File: src/rtl/mem_port_arbiter.sv
// ============================================================================
//  Module   : mem_port_arbiter
//  Purpose  : Arbitrates fetch and data ports onto one single-port memory,
//             with data priority, fetch flush and an access timeout.
//  Revision : 1.0  initial release
// ============================================================================
`default_nettype none

module mem_port_arbiter #(
    parameter int unsigned TIMEOUT  = 16,
    parameter logic [31:0] NOP_INST = 32'h0000_0013
) (
    input  logic        clk,
    input  logic        rst,
    input  logic        if_req_i,
    input  logic [31:0] if_addr_i,
    input  logic        if_flush_i,
    output logic [31:0] if_rdata_o,
    output logic        if_valid_o,
    output logic        if_stall_o,
    input  logic        d_req_i,
    input  logic        d_we_i,
    input  logic [31:0] d_addr_i,
    input  logic [31:0] d_wdata_i,
    output logic [31:0] d_rdata_o,
    output logic        d_valid_o,
    output logic        d_stall_o,
    output logic        mem_req_o,
    output logic        mem_we_o,
    output logic [31:0] mem_addr_o,
    output logic [31:0] mem_wdata_o,
    input  logic [31:0] mem_rdata_i,
    input  logic        mem_ack_i,
    output logic        err_o
);

    typedef enum logic [1:0] {
        S_IDLE   = 2'd0,
        S_BUSY_I = 2'd1,
        S_BUSY_D = 2'd2
    } state_t;

    localparam logic [7:0] TMO_LAST = 8'(TIMEOUT - 1);

    state_t      state_q;
    logic [7:0]  wait_q;
    logic        flush_q;
    logic        mem_req_q;
    logic        mem_we_q;
    logic [31:0] mem_addr_q;
    logic [31:0] mem_wdata_q;
    logic [31:0] if_rdata_q;
    logic        if_valid_q;
    logic [31:0] d_rdata_q;
    logic        d_valid_q;
    logic        err_q;

    logic        flush_seen_d;
    logic        timeout_d;

    // A flush arriving in the same cycle as the ack still kills the fetch.
    assign flush_seen_d = flush_q | if_flush_i;
    assign timeout_d    = (wait_q == TMO_LAST) & ~mem_ack_i;

    always_ff @(posedge clk) begin
        if (rst) begin
            state_q     <= S_IDLE;
            wait_q      <= 8'd0;
            flush_q     <= 1'b0;
            mem_req_q   <= 1'b0;
            mem_we_q    <= 1'b0;
            mem_addr_q  <= 32'd0;
            mem_wdata_q <= 32'd0;
            if_rdata_q  <= 32'd0;
            if_valid_q  <= 1'b0;
            d_rdata_q   <= 32'd0;
            d_valid_q   <= 1'b0;
            err_q       <= 1'b0;
        end else begin
            if_valid_q <= 1'b0;
            d_valid_q  <= 1'b0;
            case (state_q)
                S_IDLE: begin
                    wait_q  <= 8'd0;
                    flush_q <= 1'b0;
                    if (d_req_i) begin
                        state_q     <= S_BUSY_D;
                        mem_req_q   <= 1'b1;
                        mem_we_q    <= d_we_i;
                        mem_addr_q  <= d_addr_i;
                        mem_wdata_q <= d_we_i ? d_wdata_i : 32'd0;
                    end else if (if_req_i && !if_flush_i) begin
                        state_q     <= S_BUSY_I;
                        mem_req_q   <= 1'b1;
                        mem_we_q    <= 1'b0;
                        mem_addr_q  <= if_addr_i;
                        mem_wdata_q <= 32'd0;
                    end
                end
                S_BUSY_D: begin
                    if (mem_ack_i || timeout_d) begin
                        state_q     <= S_IDLE;
                        mem_req_q   <= 1'b0;
                        mem_we_q    <= 1'b0;
                        mem_wdata_q <= 32'd0;
                        d_valid_q   <= 1'b1;
                        d_rdata_q   <= (mem_ack_i && !mem_we_q) ? mem_rdata_i : 32'd0;
                        if (timeout_d) begin
                            err_q <= 1'b1;
                        end
                    end else begin
                        wait_q <= wait_q + 8'd1;
                    end
                end
                S_BUSY_I: begin
                    if (mem_ack_i || timeout_d) begin
                        state_q     <= S_IDLE;
                        mem_req_q   <= 1'b0;
                        mem_we_q    <= 1'b0;
                        mem_wdata_q <= 32'd0;
                        flush_q     <= 1'b0;
                        if (!flush_seen_d) begin
                            if_valid_q <= 1'b1;
                            if_rdata_q <= mem_ack_i ? mem_rdata_i : NOP_INST;
                        end
                        if (timeout_d) begin
                            err_q <= 1'b1;
                        end
                    end else begin
                        wait_q  <= wait_q + 8'd1;
                        flush_q <= flush_seen_d;
                    end
                end
                default: begin
                    state_q   <= S_IDLE;
                    mem_req_q <= 1'b0;
                    mem_we_q  <= 1'b0;
                end
            endcase
        end
    end

    assign if_rdata_o  = if_rdata_q;
    assign if_valid_o  = if_valid_q;
    assign if_stall_o  = if_req_i & ~if_valid_q;
    assign d_rdata_o   = d_rdata_q;
    assign d_valid_o   = d_valid_q;
    assign d_stall_o   = d_req_i & ~d_valid_q;
    assign mem_req_o   = mem_req_q;
    assign mem_we_o    = mem_we_q;
    assign mem_addr_o  = mem_addr_q;
    assign mem_wdata_o = mem_wdata_q;
    assign err_o       = err_q;

endmodule

`default_nettype wire

File: config.mk
export PLATFORM = sky130hd
export DESIGN_NAME = mem_port_arbiter
export DESIGN_NICKNAME = d
export VERILOG_FILES = /design/src/rtl/mem_port_arbiter.sv
export SDC_FILE = /design/constraint.sdc
export NUM_CORES = 1
export LEC_CHECK = 0
export CAP_MARGIN = 5
export CORE_MARGIN = 5
export CORE_UTILIZATION = 44
export DETAILED_ROUTE_END_ITERATION = 10
export PLACE_DENSITY = 0.94
export RECOVER_POWER = 50
export SLEW_MARGIN = 20
export SYNTH_ARGS = -nofsm -noshare
export SYNTH_HDL_FRONTEND = slang
export SYNTH_SLANG_ARGS = --single-unit
export TNS_END_PERCENT = 5
File: constraint.sdc
create_clock -name clk -period 2.6 [get_ports clk]
set_input_delay 0.26 -clock clk [delete_from_list [all_inputs] [get_ports clk]]
set_output_delay 0.26 -clock clk [all_outputs]
set_load 0.005 [all_outputs]
==> Word level (Yosys, flattened, before mapping) <==
Cells that the tools add are included.
{ "totals": {"reg_bits": 144, "inputBits": 135, "output_inout_bits": 135, "elab_cells": 75} }
{ "op_classes": {"addsub": 1, "n_eq_ne": 6, "mux": 26, "n_bitwise": 11, "reduce_logical": 19} }
{ "ops": {"columns": ["cell", "count"], "rows": [
  ["two-way mux 32 bit", 8],
  ["case mux 32 bit (2 select lines)", 1],
  ["case mux 8 bit (2 select lines)", 1],
  ["AND reduction 3 bit", 3],
  ["adder 8 x 1 -> 8 bit (second input constant)", 1],
  ["== test 8 x 4 -> 1 bit (second input constant)", 1],
  ["two-way mux 1 bit", 8],
  ["two-way mux 8 bit", 1],
  ["AND reduction 2 bit", 4],
  ["NOT 1 bit", 7],
  ["two-way mux 2 bit", 3],
  ["case mux 1 bit (2 select lines)", 3],
  ["nonzero test 2 bit", 3],
  ["case mux 2 bit (2 select lines)", 1],
  ["OR reduction 2 bit", 2],
  ["bitwise AND 1 bit", 3],
  ["!= test 3 bit (second input constant)", 1],
  ["OR reduction 3 bit", 1],
  ["== test 2 x 1 -> 1 bit (second input constant)", 1],
  ["== test 2 bit (second input constant)", 1],
  ["logical AND 1 bit", 2],
  ["logical NOT 1 bit", 2],
  ["logical NOT 2 bit", 1],
  ["!= test 2 x 1 -> 1 bit (second input constant)", 1],
  ["other kinds (3)", 3]
]} }

==> Depth between registers and ports, before layout <==
{ "depth": {"word_depth": 5, "depth_mapped": 9} }

==> Least setup slack after synthesis <==
OpenSTA, ideal clock, no wires.
{ "synth_path": {"path_type": "register to register", "start": "register state_q[1]", "end": "register mem_wdata_q[1] (netlist: mem_wdata_o[1])", "arrival_ns": 1.554, "setup_slack_ns": 0.976, "stages_incl_launch_ff": 9, "cell_sequence": "dfxtp_1 -> inv_1 -> ha_1 -> and2b_1 -> and4_1 -> buf_2 -> buf_2 -> nand2_1 -> a21oi_1"} }
{ "synth_via": {"elab_chain_len": 4, "elab_cells_between_ends": 9} }
{ "synth_rtl": {"columns": ["item", "line", "rtl"], "rows": [
  ["start, declared", "45", "state_t state_q;"],
  ["start signal, assigned", "67", "state_q <= S_IDLE;"],
  ["start signal, assigned", "87", "state_q <= S_BUSY_D;"],
  ["start signal, assigned", "93", "state_q <= S_BUSY_I;"],
  ["== test 2 x 1 -> 1 bit or == test 2 bit (tied branches)", "82", "case (state_q)"],
  ["OR reduction 2 bit (no line)", null, null],
  ["!= test 2 x 1 -> 1 bit (no line) or nonzero test 2 bit (tied branches)", null, null],
  ["AND reduction 3 bit (no line)", null, null],
  ["end signal, assigned", "91", "mem_wdata_q <= d_we_i ? d_wdata_i : 32'd0;"],
  ["end, declared", "51", "logic [31:0] mem_wdata_q;"]
]} }
Several ways; a longest one is shown, not always the timed one.
A chain may end at the register's enable or synchronous reset.

==> Worst setup path after layout <==
{ "layout_path": {"start": "register wait_q[0]", "end": "register d_rdata_q[26] (netlist: d_rdata_o[26])"} }
{ "layout_via": {"elab_chain_len": 4} }
{ "layout_rtl": {"columns": ["item", "line", "rtl"], "rows": [
  ["start, declared", "46", "logic [7:0] wait_q;"],
  ["start signal, assigned", "112", "wait_q <= wait_q + 8'd1;"],
  ["start signal, assigned", "130", "wait_q <= wait_q + 8'd1;"],
  ["== test 8 x 4 -> 1 bit", "63", "assign timeout_d = (wait_q == TMO_LAST) & ~mem_ack_i;"],
  ["bitwise AND 1 bit", "63", null],
  ["logical OR 1 bit", "101", "if (mem_ack_i || timeout_d) begin"],
  ["AND reduction 2 bit (no line)", null, null],
  ["end signal, assigned", "107", "d_rdata_q <= (mem_ack_i && !mem_we_q) ? mem_rdata_i : 32'd0;"],
  ["end, declared", "54", "logic [31:0] d_rdata_q;"]
]} }
Every way passes these cells.

==> metrics.csv <==
metric,value,unit
cts_buffers,17,
synth_cell_type_count,42,
synth_warnings,0,
clockBufferDepth,2,
fmax,445.5,MHz
endpoint_kind,flip-flop,
die-area,0.01490,mm2
postCtsHoldBufs,0,
worst_setup_path_start_kind,flip-flop,
row_count,41,
fp.coreArea,0.01247,mm2
rsz0062_at_grt,no,
holdCritPathClass,in -> reg,
cts-resized-gates,0,
syn_nets,737,
area_growth,60.70,%
synth_cells,598,
tightestPinTransition,919.8,ps
via_count,5401,
wl_per_cell,17.44,um
fin_crit_sh,86.33,%
die_w,122.1,um
hpwl,12.82,mm
fin_skew,9.172,ps
grt_max_degree,66,
clock_sinks,144,
grt_antenna_before_repair,0,
relSlewSlack,38.54,%
cellLeakagePower,3.658,nW
cts_tree,built,
drt_iter0_markers,303,
io_buffers,269,
first_pass_iters,6,
criticalPathCategory,reg -> reg,
nets,985,
via_per_inst,5.239,
fin_util,71.24,%
vdd_drop_max,546.8,uV
setup_tns,0,ps
syn_area_per_cell,9.242,um2
grt-ovfl-total,0,
route.detailed.drc,0,
ys_ff_latch,144,
gp_congestion,0.9038,
cap_viol_max_count,0,
slew_violations,0,
powerDensity,638.0,mW/mm2
p_total,5.666,mW
diodes,0,
crit_arrival,2590,ps
drive_gt1_share,6.286,%
synth_area,0.005527,mm2
clkTransAtPathRegs,60,ps
routed_wl,17.98,mm
grt_pass1_wl,27.68,mm
post_cts_buffers,0,
final-hold-violation-count,0,
postRouteAntennaNets,0,
report.final.setup_viol,0,
outcome,completed,
seq_area_frac_synth,52.16,%
grt_use_total,23.72,%
required,2950,ps
clock_latency,410,ps
initial_core_util,44.33,%
cts_root_buf,clkbuf_16,
die_h,122.1,um
grt_pass1_vias,5446,
io_pins,270,
synth_edf_count,0,
min_period,2244,ps
h-tree-depth,4,
synth_flop_cell,dfxtp_1,
path_max_fanout,32,
postSynth.asyncResetShare,0,%
power breakdown:
| group | internal, mW | switching, mW |
|---|---|---|
| logic | 0.444 | 0.369 |
| clock network | 1.56 | 0.925 |
| registers | 2.31 | 0.0534 |
synthesized netlist by cell type (all sizes together), types with 5 or more instances:
master  instances  area (um2)
nand3           8       40.04
a211oi         34       255.2
a21oi          74       385.4
nor3            5       25.02
mux2i          32       320.3
buf            30       185.2
nor2           44       165.2
dfxtp         144        2883
clkbuf         21       78.83
nand2          69       259.0
o21ai          63       315.3
a22o           32       280.3
placed cells by master (no fill, tap or decap), types with 24 or more instances in the layout:
| cell | count |
|---|---|
| nand2_1 | 69 |
| dlygate4sd3_1 | 133 |
| a22o_1 | 32 |
| o21ai_1 | 24 |
| dfxtp_1 | 144 |
| o21ai_0 | 39 |
| clkdlybuf4s50_1 | 134 |
| mux2i_1 | 32 |
| nor2_1 | 44 |
| a211oi_1 | 34 |
| a21oi_1 | 71 |
path summary, 6_finish.rpt:
path	from	endpoint	slack, ps	cells past startpoint
setup reg to reg	wait_q[0]	d_rdata_o[26]	360	5
setup / recovery	wait_q[0]	d_rdata_o[26]	360	5
hold / removal	rst	mem_req_o	250	3
hold reg to reg	d_rdata_o[30]	d_rdata_o[30]	470	1
registers in the layout, summed over array words and instances (netlist names):
register	count
d_rdata_o	32
mem_addr_o	32
err_o	1
mem_we_o	1
mem_wdata_o	32
wait_q	8
d_valid_o	1
state_q	2
if_rdata_o	32
flush_q	1
mem_req_o	1
if_valid_o	1
cell families after synthesis:
family	Yosys count	synth area share, %
buffers and inverters	55	5.049
XOR/XNOR	2	0.3170
AND/OR/NAND/NOR	147	11.73
multiplexers	32	5.796
AO/OA/AOI/OAI	214	24.04
adder cells (fa/ha/maj)	4	0.9056
flip-flops	144	52.16
stage by stage:
step	setup WS, ps	std cells	hold slack (ps)	area, um2
4_1_cts	260.7	1031	205.0	8881
3_3_place_gp	386.5	999	455.6	8269
2_1_floorplan	975.7	598	392.7	5527
6_report	355.5	1031	245.1	8881
5_1_grt	270.1	1031	263.8	8881
3_5_place_dp	287.4	999	455.7	8269
per-layer routing:
metal  track usage, %  vias to the layer above  wire (um)
met4            9.797                        0        444
li1                 -                     2633          -
met5                0                        -          0
met3            8.449                       32       1696
met2            41.23                      247       8985
met1            26.32                     2489       6857
critical path, cell delays in order (launching register included):
cell and delay (ps):
dfxtp_1 340, ha_1 250, and3_1 270, a21o_1 300, a21oi_4 760, a22o_1 260
area by class of cell:
| class | count | area, um2 |
|---|---|---|
| Multi-Input combinational cell | 399 | 2376 |
| Inverter | 4 | 15.01 |
| Tap cell | 172 | 215.2 |
| Fill cell | 915 | 3585 |
| Clock buffer | 19 | 452.9 |
| Clock inverter | 13 | 158.9 |
| Timing Repair Buffer | 280 | 2780 |
| Sequential cell | 144 | 2883 |
No activity file was read; power rests on OpenSTA's default activity.
